<file path="src/rtl/calc_seq.sv">
// calc_seq: command sequencer and accumulator owner for the calculator datapath.
//
// Debounces the up/down pushbuttons, queues up to DEPTH {enc_op, sw} commands,
// and on an up-press replays the queue through the external combinational ALU,
// one command every STEP_CYCLES cycles, writing each result into the 16-bit
// accumulator that drives the LEDs.
//
// Ports:
//   clk, rst      system clock; synchronous active-high reset
//   btnu          raw button: start replay / abort replay / clear accumulator
//   btnd          raw button: enqueue {enc_op, sw}
//   sw[15:0]      operand, two's complement
//   enc_op[3:0]   ALU op from the button encoder
//   alu_res[31:0] ALU result, combinational from alu_op/op_a/op_b
//   alu_op[3:0]   op presented to the ALU (head entry in RUN, enc_op in IDLE)
//   op_a[31:0]    sign-extended accumulator
//   op_b[31:0]    sign-extended operand (head entry in RUN, sw in IDLE)
//   led[15:0]     accumulator value
//   busy          high while replaying (RUN state)
//   full, empty   queue status
//   count         number of queued entries
//
// Handshake note: there is no valid/ready interface here; the only "events"
// are the one-cycle debounced pulses, and each pulse is consumed on the single
// edge that follows it.
module calc_seq #(
    parameter int DB_CYCLES   = 4,
    parameter int DEPTH       = 4,
    parameter int STEP_CYCLES = 8
) (
    input  logic                     clk,
    input  logic                     rst,
    input  logic                     btnu,
    input  logic                     btnd,
    input  logic [15:0]              sw,
    input  logic [3:0]               enc_op,
    input  logic [31:0]              alu_res,
    output logic [3:0]               alu_op,
    output logic [31:0]              op_a,
    output logic [31:0]              op_b,
    output logic [15:0]              led,
    output logic                     busy,
    output logic                     full,
    output logic                     empty,
    output logic [$clog2(DEPTH):0]   count
);

    localparam int PW  = (DEPTH > 1) ? $clog2(DEPTH) : 1;
    localparam int CW  = $clog2(DEPTH) + 1;
    localparam int DBW = $clog2(DB_CYCLES + 1);
    localparam int SCW = (STEP_CYCLES > 1) ? $clog2(STEP_CYCLES) : 1;

    typedef enum logic {
        S_IDLE = 1'b0,
        S_RUN  = 1'b1
    } state_t;

    // ------------------------------------------------------------------
    // Button conditioning. Index 1 = btnu, index 0 = btnd.
    // ------------------------------------------------------------------
    logic [1:0]     w_btn;
    logic [1:0]     r_sync;
    logic [1:0]     r_db;
    logic [1:0]     r_db_d;
    logic [1:0]     r_pulse;
    logic [DBW-1:0] r_db_cnt [2];
    logic           w_pu;
    logic           w_pd;

    assign w_btn = {btnu, btnd};
    assign w_pu  = r_pulse[1];
    assign w_pd  = r_pulse[0];

    always_ff @(posedge clk) begin
        if (rst) begin
            r_sync  <= '0;
            r_db    <= '0;
            r_db_d  <= '0;
            r_pulse <= '0;
            for (int i = 0; i < 2; i++) begin
                r_db_cnt[i] <= '0;
            end
        end else begin
            for (int i = 0; i < 2; i++) begin
                r_sync[i] <= w_btn[i];
                if (r_sync[i] != r_db[i]) begin
                    // The edge that would bring the count to DB_CYCLES is the
                    // accepting edge; the counter clears instead of storing it.
                    if (r_db_cnt[i] == DBW'(DB_CYCLES - 1)) begin
                        r_db[i]     <= r_sync[i];
                        r_db_cnt[i] <= '0;
                    end else begin
                        r_db_cnt[i] <= r_db_cnt[i] + DBW'(1);
                    end
                end else begin
                    r_db_cnt[i] <= '0;
                end
                r_db_d[i]  <= r_db[i];
                // Rising edge of the debounced level only; release is silent.
                r_pulse[i] <= r_db[i] & ~r_db_d[i];
            end
        end
    end

    // ------------------------------------------------------------------
    // Command queue storage and status
    // ------------------------------------------------------------------
    logic [19:0]    r_mem [DEPTH];
    logic [PW-1:0]  r_head;
    logic [PW-1:0]  r_tail;
    logic [CW-1:0]  r_count;
    logic [19:0]    w_head_entry;
    logic           w_full;
    logic           w_empty;

    assign w_head_entry = r_mem[r_head];
    assign w_full       = (r_count == CW'(DEPTH));
    assign w_empty      = (r_count == '0);

    // ------------------------------------------------------------------
    // Sequencer FSM
    // ------------------------------------------------------------------
    state_t         r_state;
    state_t         w_state_nxt;
    logic [SCW-1:0] r_step;
    logic [SCW-1:0] w_step_nxt;
    logic [15:0]    r_acc;
    logic [15:0]    w_acc_nxt;
    logic           w_acc_we;
    logic           w_push;
    logic           w_pop;
    logic           w_flush;
    logic [15:0]    w_alu_hi_unused;

    // Only the low half of the ALU result is kept in the accumulator.
    assign w_alu_hi_unused = alu_res[31:16];

    always_comb begin
        w_state_nxt = r_state;
        w_step_nxt  = r_step;
        w_acc_nxt   = r_acc;
        w_acc_we    = 1'b0;
        w_push      = 1'b0;
        w_pop       = 1'b0;
        w_flush     = 1'b0;
        case (r_state)
            S_IDLE: begin
                w_step_nxt = '0;
                // pu has priority; a simultaneous pd is discarded.
                if (w_pu) begin
                    if (!w_empty) begin
                        w_state_nxt = S_RUN;
                    end else begin
                        w_acc_we  = 1'b1;
                        w_acc_nxt = '0;
                    end
                end else if (w_pd && !w_full) begin
                    w_push = 1'b1;
                end
            end
            S_RUN: begin
                // Abort wins over a step write landing on the same edge.
                if (w_pu) begin
                    w_flush     = 1'b1;
                    w_step_nxt  = '0;
                    w_state_nxt = S_IDLE;
                end else if (r_step == SCW'(STEP_CYCLES - 1)) begin
                    w_acc_we   = 1'b1;
                    w_acc_nxt  = alu_res[15:0];
                    w_pop      = 1'b1;
                    w_step_nxt = '0;
                    if (r_count == CW'(1)) begin
                        w_state_nxt = S_IDLE;
                    end
                end else begin
                    w_step_nxt = r_step + SCW'(1);
                end
            end
            default: begin
                w_state_nxt = S_IDLE;
            end
        endcase
    end

    always_ff @(posedge clk) begin
        if (rst) begin
            r_state <= S_IDLE;
            r_step  <= '0;
            r_acc   <= '0;
            r_head  <= '0;
            r_tail  <= '0;
            r_count <= '0;
        end else begin
            r_state <= w_state_nxt;
            r_step  <= w_step_nxt;
            if (w_acc_we) begin
                r_acc <= w_acc_nxt;
            end
            if (w_flush) begin
                r_head  <= '0;
                r_tail  <= '0;
                r_count <= '0;
            end else begin
                // Push happens only in IDLE and pop only in RUN, so they
                // never coincide.
                if (w_push) begin
                    r_tail  <= (r_tail == PW'(DEPTH - 1)) ? '0 : r_tail + PW'(1);
                    r_count <= r_count + CW'(1);
                end
                if (w_pop) begin
                    r_head  <= (r_head == PW'(DEPTH - 1)) ? '0 : r_head + PW'(1);
                    r_count <= r_count - CW'(1);
                end
            end
        end
    end

    // Entry storage needs no reset; an entry is only read after it is written.
    always_ff @(posedge clk) begin
        if (w_push) begin
            r_mem[r_tail] <= {enc_op, sw};
        end
    end

    // ------------------------------------------------------------------
    // Outputs
    // ------------------------------------------------------------------
    assign alu_op = (r_state == S_RUN) ? w_head_entry[19:16] : enc_op;
    assign op_b   = (r_state == S_RUN) ? {{16{w_head_entry[15]}}, w_head_entry[15:0]}
                                       : {{16{sw[15]}}, sw};
    assign op_a   = {{16{r_acc[15]}}, r_acc};
    assign led    = r_acc;
    assign busy   = (r_state == S_RUN);
    assign full   = w_full;
    assign empty  = w_empty;
    assign count  = r_count;

endmodule

</file>
<file path="config.mk">
export PLATFORM = sky130hd
export DESIGN_NAME = calc_seq
export DESIGN_NICKNAME = d
export VERILOG_FILES = /design/src/rtl/calc_seq.sv
export SDC_FILE = /design/constraint.sdc
export NUM_CORES = 1
export LEC_CHECK = 0
export BUFFER_PORTS_ARGS = -buffer_cell sky130_fd_sc_hd__buf_2
export CAP_MARGIN = 20
export CORE_MARGIN = 10
export CORE_UTILIZATION = 57
export DETAILED_ROUTE_END_ITERATION = 12
export GPL_ROUTABILITY_DRIVEN = 0
export MAX_ROUTING_LAYER = met4
export PLACE_DENSITY = 0.86
export SKIP_LAST_GASP = 1
export SLEW_MARGIN = 20
export SYNTH_ARGS = -nofsm -noshare
export SYNTH_HDL_FRONTEND = slang
export SYNTH_SLANG_ARGS = --single-unit
</file>
<file path="constraint.sdc">
create_clock -name clk -period 4.6 [get_ports clk]
set_input_delay 0.92 -clock clk [delete_from_list [all_inputs] [get_ports clk]]
set_output_delay 0.92 -clock clk [all_outputs]
set_load 0.05 [all_outputs]
</file>
Word level (Yosys, flattened, before mapping) --
Memories as Yosys holds them, arrays and structs flattened. A register that Yosys moved wholly into a read port is not among the register bits. Cells that the tools add are included.
Storage, ports and cells: bits of input ports 56, flip-flop bits (word level) 35, word-level logic and storage cells 117, memories kept 2, output and inout bits 90, memory bits (writable) 86
Memory list:
- r_mem | depth 4, bits a word 20, rd ports 1, clocked after Yosys merged registers in 1, write ports 1, line 108 | logic [19:0] r_mem [DEPTH];
- r_db_cnt | depth 2, bits a word 3, rd ports 2, clocked after Yosys merged registers in 0, write ports 2, line 66 | logic [DBW-1:0] r_db_cnt [2];
Cells by class: reductions and logical operators 8, multiplexer cells 65, add/sub/neg operators 7, bitwise gates (word level) 11, equality and inequality tests 13
Operators with widths (number):
- $mux 16 | 4
- $mux 1 | 41
- $mux 32 | 1
- $pmux 16 s2 | 1
- $mux 3 | 10
- $add 3x1->3 const B | 4
- $mux 2 | 4
- $eq 3x2->1 const B | 2
- $eq 3x3->1 const B | 2
- $ne 2x2->1 const B | 3
- $or 1x1->1 | 6
- $pmux 3 s2 | 1
- $reduce_and 5->1 | 1
- $add 2x1->2 const B | 2
- $eq 2x2->1 const B | 2
- $mux 4 | 1
- $pmux 1 s2 | 2
- $reduce_and 2->1 | 2
- $eq 3x1->1 const B | 1
- $logic_not 3->1 | 1
- $not 1->1 | 3
- $sub 3x1->3 const B | 1
- $and 1x1->1 | 2
- $ne 1x1->1 | 2
- 5 further kinds | 5

Logic depth before layout (Yosys ltp) --
depth in word-level cells 8, depth in mapped cells 7, mapped depth without buffers 5

Worst setup path after synthesis --
No wires, ideal clock.
kind reg2out, start point reg r_state, in the netlist busy, end point out op_b[16], cell stages (with the launch flop) 5, arrival 1.934 ns, slack 1.746 ns, data required time 3.680 ns, path buffers 3, cell sequence dfxtp_1 -> buf_2 -> buf_2 -> mux2_2 -> buf_4
On the way: cells in the longest elaborated chain, start to end 1
RTL lines:
- from (decl) | line 123 | state_t r_state;
- from (signal assigned) | line 194 | r_state <= w_state_nxt;
- $mux 32 | line 229 | assign op_b = (r_state == S_RUN) ? {{16{w_head_entry[15]}}, w_head_entry[15:0]}
- to (decl) | line 40 | output logic [31:0] op_b,
No other way between the ends.

==> run summary <==
The flow ran to the end, and the final reports show no timing, DRC or antenna violations. The worst register-to-register path has a depth of 4. The run gives 46.3% as the part of the power in registers. The routed wire length per instance came out at 18.2 um.

The average instance in the mapped netlist occupies 14.5 sq um. After clock tree synthesis, the clock-pin slew on the worst setup and hold paths is 60 ps. IR analysis of the VDD net gives a maximum drop of 233 uV. Internal power comes to 1.99 mW. Measured against its own limit, the worst slew margin works out to 27.6%.

Number of enable flip-flop cells after synthesis: 86. CTS placed an instance of clkbuf_8 at the clock tree root. Kind of critical path: flop to output port.

For the pre-CTS setup slack, the log shows 1700 ps. The largest area contributor in the netlist was edfxtp_1. Static timing analysis puts the maximum clock frequency at 294 MHz.

The total of flip-flops plus latches after synthesis came out at 123. Antenna diode count: 0. Portion of the post-synthesis area used by sequential elements: 61.2%. Across every metal layer, demand over resource in global routing totals 16.1%. In this run, the clock network consumes 48.6% of the power. The slew at the pin closest to its max-slew limit came out at 1090 ps. Clock latency on the worst-skew pair, taken at its later pin, is 510 ps. Setup repair after global routing left no endpoint under its margin. The Yosys step of the flow raised 0 warnings. The post-layout instance area came out at 6360 sq um.

The total power is 2.57 mW, and the area after detailed placement is 5800 sq um. Buffers added to address setup during post-CTS repair amount to 0. The fraction of final layout cells sized beyond drive strength 1 works out to 39.2%. The layout overhead on the synthesized area is 17.2%, and the post-detailed-routing wire length is 11.0 mm.

Final sum of negative setup slack: 0 ps. For this design the total switching power over the nets is 0.582 mW. In the synthesized netlist the async set-or-reset flop fraction comes to 0%.

Max-cap violations in this run came to 0. The final critical path time including I/O delays and setup works out to 3400 ps. The number of nets at the end of the flow is 532, and the CTS sink count is 123. TritonCTS built the clock tree. The startpoint identified for the worst register-to-register timing path is count[0]$_SDFFE_PP0P_.

Setup violations remaining at the end of the flow were counted as 0. The number of max-slew violations in the final report came out at 0. After technology mapping, the gate count stands at 374.

The number of gates resized after CTS was 0. The HPWL after detailed placement is 7.25 mm. Once detail routing completed, the nets flagged for antenna violations numbered 0. Die span in y: 118 um. Entering global routing, the biggest net connects 36 pins. Overall die width: 118 um.

The global route total overflow was 0; the power per cell area was 404 nW/um^2. Of all nets on the critical path, the largest fanout is 20. The count of standard-cell rows is 35.

For this configuration, the core starts out at a cell density of 58.8%. Counting along the longest clock path gives a buffer depth of 2. First-pass GRT wire length: 17.7 mm. Category of the worst setup path capture point: an output port. The hold violation count in the final report was 0; the via count of the first global-routing pass was 3,360. The startpoint of the most critical hold path was r_db_d[1]$_SDFF_PP0_. The fraction of synthesized cell area taken by the top area cell type came out at 47.6%. The number of antenna violations at the first check in global routing is 0, and the required arrival time at the worst endpoint is 3680 ps. For the first-pass iteration count of the detailed router, the log shows 5. The floorplan step defined a die boundary enclosing 13,800 sq um. Across the routed clock network, the largest skew measured is 9.19 ps. The count of distinct cell types in the synthesized netlist came out at 39. The detailed router finished its first iteration with 256 violations. The run gives 3,240 as the total via count after detailed routing. The count of port buffers added during placement is 129, and the area of the core is 9240 sq um.

Buffers inserted during clock tree synthesis total 17. Number of cells traversed by the worst hold path: 1. Net switching is 22.6% of the power. At the worst endpoint, the arrival time is 2480 ps.

The run gives 5.1% as the combinational group share of total power. Most used flip-flop cell after synthesis: edfxtp_1. Class of the tightest hold or removal check: flop to flop. Hold-critical path endpoint: r_pulse[1]$_SDFF_PP0_.

Number of top-level pins: 146. Hold-fix buffer count after cts: 0. The tools report the element type at the critical path start as a flop. In the post-synthesis netlist, the biggest area contributors are edfxtp_1 48%, dfxtp_1 14%, mux4_1 8.2%. In this run the number of H-tree levels came out at 4. The run gives 5430 sq um as the cell area after synthesis. In the routed design, unresolved DRC markers number 0.

The reg2reg setup slack was 1800 ps. After layout, the worst setup slack is 1200 ps. The average via count per standard cell was 5.37; the share of the cycle needed by the critical path after routing was 73.8%. The analysis attributes to cell leakage a power of 2.55 nW. The worst register-to-register path ends at r_mem[3][11]$_DFFE_PP_.
[registers in the layout, summed over array words and instances, names as in the netlist, named ones only]
| register | flops |
|---|---|
| r_db | 2 |
| led | 16 |
| r_mem | 80 |
| r_sync | 2 |
| r_head | 2 |
| r_step | 3 |
| r_db_d | 2 |
| busy | 1 |
| r_pulse | 2 |
| r_db_cnt | 6 |
| r_tail | 2 |
| count | 3 |
[how the worst max path moves through the flow]
stage | endpoint | slack [ps]
finish | op_b[24] | 1200
global route | op_b[19] | 1050
CTS | op_b[15] | 1110
detailed placement | op_b[15] | 1700
global placement | op_b[18] | 1700
floorplan | op_b[16] | 1750
[placed cells by master (no fill, tap or decap), types with 2 or more instances in the layout]
cell type,n
buf_2,129
edfxtp_1,86
dfxtp_1,36
nand3_1,34
a21oi_1,23
mux2_2,20
mux4_1,17
clkbuf_16,16
ha_1,15
inv_1,10
nor2_1,9
nand2_1,7
nor2b_1,7
conb_1,6
and3_1,5
clkinvlp_4,5
mux2i_1,4
mux4_2,3
xnor2_1,3
or3_1,3
nand2b_1,3
clkinv_4,3
a211oi_1,2
o21ai_0,2
nor3_1,2
and2_1,2
clkinv_2,2
bufinv_16,2
clkinv_1,2
buf_4,2
[kinds of logic (layout without fill, tap and decap cells)]
family,Yosys count,in the layout,share of synthesized area [%]
compound gates,31,31,3.18
xor+xnor,3,3,0.484
fa+ha+maj,15,15,3.46
buf+inv,78,173,9.36
flops,123,123,61.2
mux,44,44,14.4
other cells,1,6,0.0691
simple gates,79,79,7.88
[layout make-up]
cell class / instances / area, sq um
fillers: 647 / 2880
flip-flops and latches: 123 / 3320
repair buffers: 131 / 661
multi-input cells: 178 / 1620
well taps: 129 / 161
clock buffers: 17 / 414
inverters: 10 / 37.5
clock inverters: 15 / 150
[cell usage after synthesis (2+ instances only)]
cell      count
mux2_2       20
mux4_1       17
buf_1         2
xnor2_1       3
and2_1        2
a21oi_1      23
and3_1        5
ha_1         15
mux2i_1       4
inv_1        10
buf_4        48
mux4_2        3
nor2_1        9
a211oi_1      2
nand2_1       7
nand3_1      34
buf_2         9
nor2b_1       7
o21ai_0       2
nand2b_1      3
buf_6         3
or3_1         3
dfxtp_1      37
edfxtp_1     86
nor3_1        2
clkbuf_1      5
[layer usage]
layer	wire length (um)	global-route usage [%]
met1	4770	19.0
met2	5590	26.5
met3	617	4.56
met4	16	4.48
met5	0	-
[power by group through the flow]
stage	clock network, mW	registers (mW)	logic, mW
finish	1.25	1.19	0.132
global route	1.32	1.19	0.142
CTS	1.26	1.19	0.133
detailed placement	0	1.21	0.133
global placement	0	1.21	0.129
floorplan	0	1.21	0.0971
[stage by stage]
step	cells	util, %	hold WS (ps)
2_1_floorplan	379	-	367
6_report	603	68.9	384
3_5_place_dp	571	62.8	380
5_1_grt	603	68.9	413
3_3_place_gp	571	62.8	372
4_1_cts	603	68.9	388
[worst max-delay path, stage by stage (launching register included)]
cell     delay [ps]
dfxtp_1         940
mux4_2          410
mux2_2          370
buf_2           250
(Power assumes the default switching activity.)
